**src/rtl/memory_unit_sync.sv**
```systemverilog
// memory_unit_sync: single-port scratch RAM with registered read, read-valid strobe and clear sweeper
module memory_unit_sync #(
    parameter int WIDTH  = 8,
    parameter int DEPTH  = 8,
    parameter int ADDR_W = $clog2(DEPTH)
) (
    input  logic              clk,
    input  logic              rst,
    input  logic              op,
    input  logic              sel,
    input  logic              clear,
    input  logic [ADDR_W-1:0] address,
    input  logic [WIDTH-1:0]  in_bus,
    output logic [WIDTH-1:0]  out_bus,
    output logic              out_valid,
    output logic              busy,
    output logic [WIDTH-1:0]  stored_value
);
    typedef enum logic {IDLE, CLEAR} state_t;
    state_t            state;
    logic [ADDR_W-1:0] cnt;
    logic [WIDTH-1:0]  mem [DEPTH];
    logic              in_range;
    // Extra bit keeps the bound representable when DEPTH is a power of two
    assign in_range     = {1'b0, address} < (ADDR_W+1)'(DEPTH);
    assign stored_value = in_range ? mem[address] : '0;
    assign busy         = state == CLEAR;
    always_ff @(posedge clk) begin
        if (rst) begin
            state     <= CLEAR;
            cnt       <= '0;
            out_bus   <= '0;
            out_valid <= 1'b0;
        end else if (state == CLEAR) begin
            mem[cnt]  <= '0;
            cnt       <= cnt + 1'b1;
            out_valid <= 1'b0;
            if (cnt == ADDR_W'(DEPTH - 1)) state <= IDLE;
        end else begin
            out_valid <= sel && !op;
            if (sel && op && in_range) mem[address] <= in_bus;
            if (sel && !op) out_bus <= in_range ? mem[address] : '0;
            // A request sharing the cycle with clear completes before the sweep begins
            if (clear) begin
                state <= CLEAR;
                cnt   <= '0;
            end
        end
    end
endmodule

```
**config.mk**
```make
export PLATFORM = sky130hd
export DESIGN_NAME = memory_unit_sync
export DESIGN_NICKNAME = d
export VERILOG_FILES = /design/src/rtl/memory_unit_sync.sv
export SDC_FILE = /design/constraint.sdc
export NUM_CORES = 1
export LEC_CHECK = 0
export CAP_MARGIN = 20
export CELL_PAD_IN_SITES_DETAIL_PLACEMENT = 0
export CELL_PAD_IN_SITES_GLOBAL_PLACEMENT = 1
export CORE_MARGIN = 3
export CORE_UTILIZATION = 25
export DETAILED_ROUTE_END_ITERATION = 7
export GPL_ROUTABILITY_DRIVEN = 0
export PLACE_DENSITY = 0.47
export RECOVER_POWER = 100
export SLEW_MARGIN = 40
export SYNTH_ARGS = -nofsm -noshare
export SYNTH_HDL_FRONTEND = slang
export SYNTH_SLANG_ARGS = --single-unit
```
**constraint.sdc**
```tcl
create_clock -name clk -period 5.35 [get_ports clk]
set_clock_uncertainty 0.1 [all_clocks]
set_input_delay 1.3375 -clock clk [delete_from_list [all_inputs] [get_ports clk]]
set_output_delay 1.3375 -clock clk [all_outputs]
set_load 0.05 [all_outputs]
```
==> implementation parameters <==
Parameter                              Value

Setup path
  Nature of the critical path startpoint    input pin
  Cell family with most CP delay    buffers and inverters
  Endpoint arrival time on the critical path    between 3 and 4 ns
  Critical Path Sink Type    output pin
  Cell breakdown of the critical path    clkdlybuf4s50_1 > nand2b_1 > o22ai_1 > a221o_1 > inv_1 > clkbuf_1
  Worst EP required    roughly 4 ns
  Max stage delay cell, worst path    sky130_fd_sc_hd__clkdlybuf4s50_1
  Critical path start-end classification    input pin to output pin
  Maximum net fanout on the critical path    9
  Worst path buffer plus inverter count    3
  Delay of the slowest cell on the worst path    between 0.5 and 0.6 ns

Clock tree
  Hold-fix buffer count after cts    0
  Clock network latency to the later pin of the worst-skew pair    0.33 ns
  Post-CTS repair timing setup buffer count    0
  Deepest clock path buffer count    2
  Clock-pin slew on the worst setup and hold paths    ~0.06 ns
  Total number of clock tree sinks    77
  TritonCTS clock tree    built
  Root Buffer    sky130_fd_sc_hd__clkbuf_16
  H-tree Lvls    3
  Number of gates given a new drive strength after cts    0
  Number of clock buffers inserted by TritonCTS    9

STA
  Final hold violation count    0
  Minimum hold slack    about 0.40 ns
  Minimum clock period after layout    approximately 4.9 ns
  Achievable clock frequency    approximately 210 MHz
  Relative slew slack    -0.406
  Sum Neg Setup Slack    0 ns
  Worst-margin pin slew    between 2 and 2.5 ns
  Final setup viols    0
  Setup ws final    ~0.49 ns
  Setup repair after global routing missed its margin    false
  Final count of pins violating max slew    18
  Period utilisation layout    0.908

Synthesis
  Synth Register Bits    between 70 and 80
  Cell type contributing the most total cell area after synthesis    sky130_fd_sc_hd__edfxtp_1
  Count of flip-flops with a built-in enable after synthesis    64
  Synth Warn #    0
  Count of cell types in the netlist    30
  Syn_area_per_cell    roughly 15 um^2
  Proportion of synthesized chip area in sequential cells    0.680
  Cell with the most instances after synthesis    sky130_fd_sc_hd__edfxtp_1
  Area of the mapped netlist    approximately 0.0032 mm^2
  Share of flip-flops with an asynchronous set or reset after synthesis    0
  Most used flip-flop cell after synthesis    sky130_fd_sc_hd__edfxtp_1
  Top cells by area, synth    sky130_fd_sc_hd__edfxtp_1, sky130_fd_sc_hd__dfxtp_1, sky130_fd_sc_hd__mux2_2
  Synthesized net count    between 200 and 250
  Gate count after technology mapping    about 210
  Share of the synthesized area in the top cell type    0.599
  Commonest cells in the netlist    sky130_fd_sc_hd__edfxtp_1, sky130_fd_sc_hd__nor2_1, sky130_fd_sc_hd__mux2_2, sky130_fd_sc_hd__mux2i_1, sky130_fd_sc_hd__dfxtp_1

Power and ir drop
  Post-layout power    1.46 mW
  Static leakage    1.48 nW
  Power Dens Cells    367 mW/mm^2
  Max VDD drop    roughly 150 uV

Drt
  Number of design rule violations left after detail routing    0
  Detailed Routing Iterations Pass 1    4
  Average wire per standard cell    between 15 and 20 um
  Number of vias per cell    4.25
  Post-detailed-route count of antenna-violating nets    0
  Via count    between 1.5k and 2k
  Violation count after the first detailed-routing iteration    99
  Total wirelength of the detailed-routed design    between 7000 and 8000 um

Global routing
  Total track usage    0.107
  Global-route wire length before repair    11100 um
  Largest net degree at the start of global routing    35
  Total gr overflow    0
  Via count of the first global-routing pass    ~1.9k
  Initial antenna violation count    0

Floorplanning
  Effective utilization at floorplan    0.262
  Count of pins on the block boundary    34
  Core Box Area    0.0123 mm^2
  Height of the die    around 120 um
  Die width    around 120 um
  Number of rows in the core area    40
  Floorplan die area    0.0142 mm^2

Layout
  Total of fill cells in the finished design    between 1k and 1.5k
  Seq. cell area    between 0.002 and 0.0025 mm^2
  Proportion of layout cells with a drive suffix above 1    0.164
  Layout Nets    about 280
  Area of the multi-input gates    about 900 um^2
  Area growth syn-to-layout    24.5%
  Ant. Diodes    0
  End-of-flow core utilization    0.326

Placed design
  Number of I/O port buffers    33
  Post-detail-place hpwl    roughly 4600 um
  Worst slack at placement    a little over 0.7 ns

Run status
  Run status    complete, but fails checks
  Violations in the final reports    max-capacitance violations, max-slew violations

Min path
  HP Class    flop to flop

Run
  Max-capacitance violation count    1
## registers in the layout (all words and copies together) (netlist names)
register	count
busy	1
mem	64
out_bus	8
out_valid	1
cnt	3
## layout make-up
type	instances	area share
clock buffers	9	0.0564
clock inverters	7	0.0301
inverters	9	0.00846
multi-input cells	116	0.224
flip-flops and latches	77	0.546
well taps	168	0.0526
repair buffers	44	0.0818
## cell families (layout without fill, tap and decap cells)
logic type | after synthesis | count (layout) | synth area share
buffers and inverters | 19 | 69 | 0.0374
adders and majority gates | 2 | 2 | 0.00780
AOI/OAI and AO/OA | 34 | 34 | 0.0885
muxes | 32 | 32 | 0.106
and+or+nand+nor | 48 | 48 | 0.0800
DFF | 77 | 77 | 0.680
## stage by stage
| step | cells | area [um^2] |
|---|---|---|
| 6_report | 430 | 3990 |
| 5_1_grt | 430 | 3990 |
| 4_1_cts | 430 | 4070 |
| 3_5_place_dp | 414 | 3730 |
| 3_3_place_gp | 414 | 3720 |
| 2_1_floorplan | 212 | 3210 |
## worst paths after layout
check        startpoint               to  slack [ns]  depth (start not counted)
min          out_bus[5]       out_bus[5]        0.40                          2
max          address[1]  stored_value[4]        0.49                          6
min reg2reg  out_bus[5]       out_bus[5]        0.40                          2
max reg2reg        busy       out_bus[4]        2.68                          3
## power by group
group | leakage [nW] | internal [mW] | total, mW | switching, mW
clock | 0.166 | 0.458 | 0.701 | 0.243
combinational | 0.541 | 0.0358 | 0.105 | 0.0694
sequential | 0.771 | 0.654 | 0.659 | 0.00450
## placed cells by master, fill, tap and decap left out, drive strengths merged, types with 2 or more instances in the layout
cell	Yosys	final
and2	8	8
edfxtp	64	64
ha	2	2
inv	9	11
clkbuf	4	26
o22ai	8	8
nand2b	2	2
a211oi	8	8
dlygate4sd3	0	13
nor3b	5	5
clkdlybuf4s50	0	11
a21oi	7	7
nor2b	3	3
bufinv	0	3
buf	6	3
nor2	22	22
mux2i	16	16
nand2	3	3
dfxtp	13	13
a221o	8	8
mux2	16	16
## worst min-delay path: cells and delay by family, from the launching register on
family | cells | cell delay [ns]
DFF | 1 | 0.30
and+or+nand+nor | 1 | 0.10
AOI/OAI and AO/OA | 1 | 0.05
## routing by layer
metal	share of wire	global-route usage	vias up
li1	-	-	896
met1	0.48	0.138	887
met2	0.47	0.169	38
met3	0.035	0.0252	8
met4	0.014	0.0521	0
met5	0	0	-
Power figures use the tool's default switching activity.
